**config.mk**
```make
export PLATFORM = sky130hd
export DESIGN_NAME = muldiv_arbiter_flat
export DESIGN_NICKNAME = d
export VERILOG_FILES = /design/src/rtl/muldiv_arbiter_if.sv /design/src/rtl/muldiv_arbiter.sv /design/src/flat_wrapper.sv
export SDC_FILE = /design/constraint.sdc
export NUM_CORES = 1
export LEC_CHECK = 0
export CAP_MARGIN = 20
export CORE_MARGIN = 1
export CORE_UTILIZATION = 26
export DETAILED_ROUTE_END_ITERATION = 6
export PLACE_DENSITY = 0.59
export SETUP_SLACK_MARGIN = 0.4
export SYNTH_ARGS = -nofsm -noshare
export SYNTH_HDL_FRONTEND = slang
export SYNTH_SLANG_ARGS = --single-unit
```
**constraint.sdc**
```tcl
create_clock -name clk -period 3.85 [get_ports clk]
set_clock_uncertainty 0.05 [all_clocks]
set_input_delay 0.385 -clock clk [delete_from_list [all_inputs] [get_ports clk]]
set_output_delay 0.385 -clock clk [all_outputs]
set_load 0.005 [all_outputs]
```
**src/rtl/muldiv_arbiter_if.sv**
```systemverilog
// -----------------------------------------------------------------------------
// muldiv_arbiter_if
//   Bundles the requester-side and unit-side handshake signals of the
//   multiply/divide arbiter.
//
//   Requester n (0 = main context, 1 = interrupt context):
//     reqn_valid / reqn_op / reqn_mode / reqn_a / reqn_b  -> arbiter
//     reqn_ready / rspn_valid / rspn_data / rspn_dbz      <- arbiter
//   Shared arithmetic unit:
//     u_start / u_op / u_mode / u_a / u_b                 <- arbiter
//     u_done / u_res                                      -> arbiter
//
//   Modports:
//     slave  : the arbiter itself
//     master : the environment (requesters plus the arithmetic unit)
// -----------------------------------------------------------------------------
interface muldiv_arbiter_if;
  // Requester 0
  logic        req0_valid;
  logic [1:0]  req0_op;
  logic        req0_mode;
  logic [15:0] req0_a;
  logic [15:0] req0_b;
  logic        req0_ready;
  logic        rsp0_valid;
  logic [15:0] rsp0_data;
  logic        rsp0_dbz;

  // Requester 1
  logic        req1_valid;
  logic [1:0]  req1_op;
  logic        req1_mode;
  logic [15:0] req1_a;
  logic [15:0] req1_b;
  logic        req1_ready;
  logic        rsp1_valid;
  logic [15:0] rsp1_data;
  logic        rsp1_dbz;

  // Arithmetic unit
  logic        u_start;
  logic [1:0]  u_op;
  logic        u_mode;
  logic [15:0] u_a;
  logic [15:0] u_b;
  logic        u_done;
  logic [15:0] u_res;

  modport slave (
    input  req0_valid, req0_op, req0_mode, req0_a, req0_b,
    input  req1_valid, req1_op, req1_mode, req1_a, req1_b,
    output req0_ready, rsp0_valid, rsp0_data, rsp0_dbz,
    output req1_ready, rsp1_valid, rsp1_data, rsp1_dbz,
    output u_start, u_op, u_mode, u_a, u_b,
    input  u_done, u_res
  );

  modport master (
    output req0_valid, req0_op, req0_mode, req0_a, req0_b,
    output req1_valid, req1_op, req1_mode, req1_a, req1_b,
    input  req0_ready, rsp0_valid, rsp0_data, rsp0_dbz,
    input  req1_ready, rsp1_valid, rsp1_data, rsp1_dbz,
    input  u_start, u_op, u_mode, u_a, u_b,
    output u_done, u_res
  );
endinterface

```
**src/rtl/muldiv_arbiter.sv**
```systemverilog
// -----------------------------------------------------------------------------
// muldiv_arbiter
//   Shares one multi-cycle shift/multiply/divide unit between a main-context
//   requester (0) and an interrupt-context requester (1). Requester 1 wins
//   contention, but after STARVE_MAX consecutive wins while requester 0 is
//   waiting, requester 0 is served once. Divide-by-zero is resolved locally
//   without starting the unit (result 16'hFFFF, dbz = 1).
//
//   One transaction at a time:
//     IDLE  : grant a requester (ready pulse), latch its operands
//     ISSUE : pulse u_start (or short-circuit a divide-by-zero)
//     WAIT  : hold operands on the unit until u_done
//     RESP  : pulse rspn_valid to the granted requester
//
//   Ports:
//     clk  : clock, all state on the rising edge
//     rst  : asynchronous, active-high reset
//     bus  : muldiv_arbiter_if.slave (requester and unit handshakes)
//   Parameters:
//     STARVE_MAX : max consecutive requester-1 grants while requester 0 waits
//                  (must fit in 3 bits)
// -----------------------------------------------------------------------------
module muldiv_arbiter #(
  parameter int STARVE_MAX = 4
) (
  input  logic            clk,
  input  logic            rst,
  muldiv_arbiter_if.slave bus
);

  localparam logic [1:0] ST_IDLE  = 2'd0;
  localparam logic [1:0] ST_ISSUE = 2'd1;
  localparam logic [1:0] ST_WAIT  = 2'd2;
  localparam logic [1:0] ST_RESP  = 2'd3;

  localparam logic [1:0] OP_DIV   = 2'b10;

  localparam logic [2:0] STARVE_LIM = 3'(STARVE_MAX);

  // ---------------------------------------------------------------------------
  // State
  // ---------------------------------------------------------------------------
  logic [1:0]  state_q,     state_d;
  logic        gnt_q,       gnt_d;       // 0 = requester 0, 1 = requester 1
  logic [1:0]  op_q,        op_d;
  logic        mode_q,      mode_d;
  logic [15:0] a_q,         a_d;
  logic [15:0] b_q,         b_d;
  logic [2:0]  starve_q,    starve_d;
  logic [15:0] rsp0_data_q, rsp0_data_d;
  logic        rsp0_dbz_q,  rsp0_dbz_d;
  logic [15:0] rsp1_data_q, rsp1_data_d;
  logic        rsp1_dbz_q,  rsp1_dbz_d;

  // ---------------------------------------------------------------------------
  // Arbitration
  // ---------------------------------------------------------------------------
  logic in_idle;
  logic grant_any;
  logic grant_id;
  logic latched_dbz;
  logic result_wr;
  logic [15:0] result_data;
  logic        result_dbz;

  assign in_idle     = (state_q == ST_IDLE);
  assign grant_any   = in_idle && (bus.req0_valid || bus.req1_valid);
  assign latched_dbz = (op_q == OP_DIV) && (b_q == 16'h0000);

  // Requester 1 wins unless requester 0 has already been passed over
  // STARVE_MAX times in a row.
  always_comb begin
    if (bus.req0_valid && bus.req1_valid) begin
      grant_id = (starve_q == STARVE_LIM) ? 1'b0 : 1'b1;
    end else begin
      grant_id = bus.req1_valid;
    end
  end

  // A result is produced either by the local divide-by-zero short-circuit or
  // by the unit completing while we wait for it.
  always_comb begin
    result_wr   = 1'b0;
    result_data = 16'h0000;
    result_dbz  = 1'b0;
    if (state_q == ST_ISSUE && latched_dbz) begin
      result_wr   = 1'b1;
      result_data = 16'hFFFF;
      result_dbz  = 1'b1;
    end else if (state_q == ST_WAIT && bus.u_done) begin
      result_wr   = 1'b1;
      result_data = bus.u_res;
    end
  end

  // ---------------------------------------------------------------------------
  // Next-state logic
  // ---------------------------------------------------------------------------
  // NOTE: every signal assigned in always_comb gets a default first, so no path
  // leaves it unassigned and no latch is inferred.
  always_comb begin
    state_d     = state_q;
    gnt_d       = gnt_q;
    op_d        = op_q;
    mode_d      = mode_q;
    a_d         = a_q;
    b_d         = b_q;
    starve_d    = starve_q;
    rsp0_data_d = rsp0_data_q;
    rsp0_dbz_d  = rsp0_dbz_q;
    rsp1_data_d = rsp1_data_q;
    rsp1_dbz_d  = rsp1_dbz_q;

    case (state_q)
      ST_IDLE: begin
        if (grant_any) begin
          state_d = ST_ISSUE;
          gnt_d   = grant_id;
          op_d    = grant_id ? bus.req1_op   : bus.req0_op;
          mode_d  = grant_id ? bus.req1_mode : bus.req0_mode;
          a_d     = grant_id ? bus.req1_a    : bus.req0_a;
          b_d     = grant_id ? bus.req1_b    : bus.req0_b;
        end
      end
      ST_ISSUE: state_d = latched_dbz ? ST_RESP : ST_WAIT;
      ST_WAIT:  if (bus.u_done) state_d = ST_RESP;
      default:  state_d = ST_IDLE;   // ST_RESP: one-cycle response pulse
    endcase

    // Starvation counter only moves on IDLE cycles. When requester 0 is not
    // asking, there is nobody being starved, so the count restarts.
    if (in_idle) begin
      if (!bus.req0_valid || (grant_any && !grant_id)) begin
        starve_d = 3'd0;
      end else if (grant_any && grant_id && starve_q != STARVE_LIM) begin
        starve_d = starve_q + 3'd1;
      end
    end

    // Response data is registered per requester so each one keeps its last
    // result until it is served again.
    if (result_wr) begin
      if (gnt_q) begin
        rsp1_data_d = result_data;
        rsp1_dbz_d  = result_dbz;
      end else begin
        rsp0_data_d = result_data;
        rsp0_dbz_d  = result_dbz;
      end
    end
  end

  // ---------------------------------------------------------------------------
  // Registers
  // ---------------------------------------------------------------------------
  // NOTE: sequential state uses non-blocking assignments so every register
  // samples the pre-edge values, independent of statement order.
  // NOTE: the latched request and held response data are reset too, because
  // both are visible on outputs and must read 0 after reset.
  always_ff @(posedge clk or posedge rst) begin
    if (rst) begin
      state_q     <= ST_IDLE;
      gnt_q       <= 1'b0;
      op_q        <= 2'b00;
      mode_q      <= 1'b0;
      a_q         <= 16'h0000;
      b_q         <= 16'h0000;
      starve_q    <= 3'd0;
      rsp0_data_q <= 16'h0000;
      rsp0_dbz_q  <= 1'b0;
      rsp1_data_q <= 16'h0000;
      rsp1_dbz_q  <= 1'b0;
    end else begin
      state_q     <= state_d;
      gnt_q       <= gnt_d;
      op_q        <= op_d;
      mode_q      <= mode_d;
      a_q         <= a_d;
      b_q         <= b_d;
      starve_q    <= starve_d;
      rsp0_data_q <= rsp0_data_d;
      rsp0_dbz_q  <= rsp0_dbz_d;
      rsp1_data_q <= rsp1_data_d;
      rsp1_dbz_q  <= rsp1_dbz_d;
    end
  end

  // ---------------------------------------------------------------------------
  // Outputs
  // ---------------------------------------------------------------------------
  logic drive_unit;

  // Operands stay on the unit bus from ISSUE through WAIT and read 0 elsewhere,
  // so a unit that samples late still sees the granted operands.
  assign drive_unit = (state_q == ST_ISSUE) || (state_q == ST_WAIT);

  assign bus.req0_ready = grant_any && !grant_id;
  assign bus.req1_ready = grant_any &&  grant_id;

  assign bus.u_start = (state_q == ST_ISSUE) && !latched_dbz;
  assign bus.u_op    = drive_unit ? op_q   : 2'b00;
  assign bus.u_mode  = drive_unit ? mode_q : 1'b0;
  assign bus.u_a     = drive_unit ? a_q    : 16'h0000;
  assign bus.u_b     = drive_unit ? b_q    : 16'h0000;

  assign bus.rsp0_valid = (state_q == ST_RESP) && !gnt_q;
  assign bus.rsp1_valid = (state_q == ST_RESP) &&  gnt_q;
  assign bus.rsp0_data  = rsp0_data_q;
  assign bus.rsp0_dbz   = rsp0_dbz_q;
  assign bus.rsp1_data  = rsp1_data_q;
  assign bus.rsp1_dbz   = rsp1_dbz_q;

endmodule

```
**src/flat_wrapper.sv**
```systemverilog
// flat-port wrapper written by rule: the top's interface ports become plain ports
module muldiv_arbiter_flat 
#(
  parameter int STARVE_MAX = 4
)
  (clk, rst, bus_req0_valid, bus_req0_op, bus_req0_mode, bus_req0_a, bus_req0_b, bus_req1_valid, bus_req1_op, bus_req1_mode, bus_req1_a, bus_req1_b, bus_req0_ready, bus_rsp0_valid, bus_rsp0_data, bus_rsp0_dbz, bus_req1_ready, bus_rsp1_valid, bus_rsp1_data, bus_rsp1_dbz, bus_u_start, bus_u_op, bus_u_mode, bus_u_a, bus_u_b, bus_u_done, bus_u_res);
  muldiv_arbiter_if bus_i ();
  input  logic clk;
  input  logic rst;
  input wire logic [$bits(bus_i.req0_valid)-1:0] bus_req0_valid;
  input wire logic [$bits(bus_i.req0_op)-1:0] bus_req0_op;
  input wire logic [$bits(bus_i.req0_mode)-1:0] bus_req0_mode;
  input wire logic [$bits(bus_i.req0_a)-1:0] bus_req0_a;
  input wire logic [$bits(bus_i.req0_b)-1:0] bus_req0_b;
  input wire logic [$bits(bus_i.req1_valid)-1:0] bus_req1_valid;
  input wire logic [$bits(bus_i.req1_op)-1:0] bus_req1_op;
  input wire logic [$bits(bus_i.req1_mode)-1:0] bus_req1_mode;
  input wire logic [$bits(bus_i.req1_a)-1:0] bus_req1_a;
  input wire logic [$bits(bus_i.req1_b)-1:0] bus_req1_b;
  output wire logic [$bits(bus_i.req0_ready)-1:0] bus_req0_ready;
  output wire logic [$bits(bus_i.rsp0_valid)-1:0] bus_rsp0_valid;
  output wire logic [$bits(bus_i.rsp0_data)-1:0] bus_rsp0_data;
  output wire logic [$bits(bus_i.rsp0_dbz)-1:0] bus_rsp0_dbz;
  output wire logic [$bits(bus_i.req1_ready)-1:0] bus_req1_ready;
  output wire logic [$bits(bus_i.rsp1_valid)-1:0] bus_rsp1_valid;
  output wire logic [$bits(bus_i.rsp1_data)-1:0] bus_rsp1_data;
  output wire logic [$bits(bus_i.rsp1_dbz)-1:0] bus_rsp1_dbz;
  output wire logic [$bits(bus_i.u_start)-1:0] bus_u_start;
  output wire logic [$bits(bus_i.u_op)-1:0] bus_u_op;
  output wire logic [$bits(bus_i.u_mode)-1:0] bus_u_mode;
  output wire logic [$bits(bus_i.u_a)-1:0] bus_u_a;
  output wire logic [$bits(bus_i.u_b)-1:0] bus_u_b;
  input wire logic [$bits(bus_i.u_done)-1:0] bus_u_done;
  input wire logic [$bits(bus_i.u_res)-1:0] bus_u_res;
  assign bus_i.req0_valid = bus_req0_valid;
  assign bus_i.req0_op = bus_req0_op;
  assign bus_i.req0_mode = bus_req0_mode;
  assign bus_i.req0_a = bus_req0_a;
  assign bus_i.req0_b = bus_req0_b;
  assign bus_i.req1_valid = bus_req1_valid;
  assign bus_i.req1_op = bus_req1_op;
  assign bus_i.req1_mode = bus_req1_mode;
  assign bus_i.req1_a = bus_req1_a;
  assign bus_i.req1_b = bus_req1_b;
  assign bus_req0_ready = bus_i.req0_ready;
  assign bus_rsp0_valid = bus_i.rsp0_valid;
  assign bus_rsp0_data = bus_i.rsp0_data;
  assign bus_rsp0_dbz = bus_i.rsp0_dbz;
  assign bus_req1_ready = bus_i.req1_ready;
  assign bus_rsp1_valid = bus_i.rsp1_valid;
  assign bus_rsp1_data = bus_i.rsp1_data;
  assign bus_rsp1_dbz = bus_i.rsp1_dbz;
  assign bus_u_start = bus_i.u_start;
  assign bus_u_op = bus_i.u_op;
  assign bus_u_mode = bus_i.u_mode;
  assign bus_u_a = bus_i.u_a;
  assign bus_u_b = bus_i.u_b;
  assign bus_i.u_done = bus_u_done;
  assign bus_i.u_res = bus_u_res;
  muldiv_arbiter #(.STARVE_MAX(STARVE_MAX)) u_core (.clk(clk), .rst(rst), .bus(bus_i));
endmodule
```
==> results.toml <==
[floorplan]
die_x_um = 118
core_mm2 = 0.0128
ioPinCount = 165
fp-row-count = 41
dieArea_mm2 = 0.0139
die_h_um = 118
start_util_pct = 27.1

[pwr]
comb_power_share_pct = 49.1
p_int_mw = 3.02
seqPwrFrac_pct = 32.0
total_power_mw = 4.47
p_leak_nw = 2.36
switching_share_pct = 32.3
irDropWorstVdd_uv = 321
p_clk_share_pct = 18.9
p_per_area_mw_per_mm2 = 801
power.switching_mw = 1.44

[cells_and_area]
multi_input_area_mm2 = 0.00131
drive_gt1_share_pct = 9.83
fin_nets = 551
final_util_pct = 43.5
diodes = 0
fillerInstances = 1254
layout.area.seq_mm2 = 0.00188
syn_to_final_growth_pct = 60.2

[sta]
hold_viol = 0
fin_crit_sh_pct = 77.3
slew_headroom_pct = 35.1
timing.final.ws_setup_ns = 0.875
rsz0062_at_grt = "false"
worst_pin_slew_ns = 0.974
min_period_ns = 2.97
slew_violations = 0
setup_viol = 0
fin_setup_tns_ns = 0
fmax_mhz = 336

[clocking]
root_buffer = "clkbuf_16"
clock-sinks = 75
cts_resized = 0
hold_buffers = 0
cts_buffers = 9
clk_pin_slew_ns = 0.06
cts.htree.levels = 3
post_cts_buffers = 0
clkLatencyLatePin_ns = 0.33
tritoncts = "yes"
cts_buffer_depth = 2

[global_routing]
grtUsageMet2_pct = 26.5
grt_pass1_vias = 3301
met3_usage_pct = 5.18
track_usage_pct = 16.3
grt_max_degree = 39
grt.overflow.total = 0
antenna_found_initial = 0
use_met1_pct = 19.8
grt_pass1_wl_mm = 17.5
busiest_layer = "met2"

[yosys]
synth_flop_cell = "dfrtp_1"
synth_edf_count = 0
synthArstFlopShare_pct = 100
synth_area_leader_cell = "dfrtp_1"
yosysSeqAreaShare_pct = 53.9
ys_top_cells_by_area = "dfrtp_1 54%, a222oi_1 10%, and2_1 6.1%"
synth_warnings = 0
synth_top_area_share_pct = 53.9
synth_cell_types = 39
netlist_area_mm2 = 0.00348
synth_nets = 391
synthCells = 293
synth_seq_cells = 75
postSynthAreaPerCell_um2 = 11.9

[critical_path]
r2r-end = "u_core.bus.rsp1_data[4]"
critical_path.startpoint_type = "flop"
worstPathArrival_ns = 2.54
rr_worst_depth = 4
path_class = "reg2out"
r2r_start = "u_core.b_q[4]"
path_max_fanout = 36
critPathCaptureType = "output port"
worstPathRequired_ns = 3.41
reg2reg_setup_slack_ns = 1.53

[placement]
gp_congestion = 0.707
io_buffers = 164
dp_slack_ns = 1.08
post-dp-hpwl_mm = 7.76

[routing]
num_vias = 3146
detail-route-antenna-nets = 0
via_per_inst = 4.99
drt-pass1-iter-count = 7
drc_errors = 0
drt-total-wl_mm = 10.8
drtIter0Drc = 297
wl_per_cell_um = 17.1

[outcome]
run_status = "complete, no violations"

[run]
drv_cap = 0

[min_path]
min_path_type = "in2async"
flip-flops by register name, indices dropped and copies added (netlist names):
signal                count
u_core.a_q               16
u_core.bus.rsp1_data     16
u_core.starve_q           3
u_core.op_q               2
u_core.gnt_q              1
u_core.b_q               16
u_core.state_q            2
u_core.bus.rsp0_data     16
u_core.mode_q             1
u_core.bus.rsp1_dbz       1
u_core.bus.rsp0_dbz       1
per-stage QoR:
stage / cells / instance area (µm²) / hold WS, ns
4_1_cts: 630 / 5580 / 0.396
3_3_place_gp: 613 / 5250 / 0.430
6_report: 630 / 5580 / 0.379
5_1_grt: 630 / 5580 / 0.441
2_1_floorplan: 293 / 3480 / 0.402
3_5_place_dp: 614 / 5270 / 0.433
logic make-up (layout without fill, tap and decap cells):
group	count (synthesis)	in the layout	share of synthesized area [%]
AOI/OAI and AO/OA	83	83	23.0
adders and majority gates	7	7	2.52
buffers and inverters	66	231	9.02
DFF	75	75	53.9
muxes	2	2	0.575
and+or+nand+nor	60	60	11.0
cells in the mapped netlist (3+ instances only):
| cell | instances |
|---|---|
| o21ai_0 | 3 |
| nand2_1 | 5 |
| o32a_1 | 20 |
| o32a_2 | 12 |
| buf_6 | 4 |
| dfrtp_1 | 75 |
| inv_1 | 44 |
| a21oi_1 | 3 |
| a222oi_1 | 35 |
| and2_1 | 34 |
| ha_1 | 7 |
| clkbuf_1 | 13 |
| nor2_1 | 7 |
area by class of cell:
type	count	share of cell area, %
Tap cell	172	3.86
Clock buffer	11	4.35
Inverter	44	2.98
Timing Repair Buffer	171	30.6
Clock inverter	5	1.12
Multi-Input combinational cell	152	23.4
Sequential cell	75	33.7
layout by cell type (no fill, tap or decap), types with 2 or more instances in the layout:
cell               n
o32a_2            12
clkinvlp_4         2
o21ai_0            3
o32a_1            20
dfrtp_1           75
mux2i_1            2
a311o_2            2
ha_1               7
a222oi_1          35
clkinv_4           2
and4_1             2
a21oi_1            2
and2_1            34
clkbuf_16          9
nor2_1             7
inv_1             43
buf_4              6
clkdlybuf4s50_1  164
nand2_1            5
how the worst max path moves through the flow:
stage | cells after the start | startpoint | slack [ns] | endpoint
finish | 4 | u_core.state_q[0] | 0.88 | bus_u_b[9]
global route | 4 | u_core.state_q[0] | 0.64 | bus_u_b[9]
CTS | 4 | u_core.state_q[0] | 0.80 | bus_u_b[9]
detailed placement | 4 | bus_req0_valid | 1.08 | bus_req1_ready
global placement | 4 | bus_req0_valid | 1.12 | bus_req1_ready
floorplan | 1 | rst | 1.51 | u_core.a_q[0]
power by group through the flow:
stage          Clock (mW)  Sequential [mW]  Combinational, mW
2_1_floorplan           0             1.38               1.05
3_3_place_gp            0             1.42               2.19
3_5_place_dp            0             1.44               2.23
4_1_cts             0.876             1.43               2.23
5_1_grt             0.915             1.48               2.40
6_report            0.846             1.43               2.19
metal layers:
metal / wire (µm) / up-vias
met1: 4480 / 1524
met2: 5120 / 167
met3: 938 / 16
li1: - / 1439
met5: 0 / -
met4: 255 / 0
worst max-delay path: stages (launching register included):
cell             delay [ns]
dfrtp_1                0.39
inv_1                  0.09
ha_1                   0.93
and2_2                 0.28
clkdlybuf4s50_1        0.50
No activity file was read; power rests on OpenSTA's default activity.
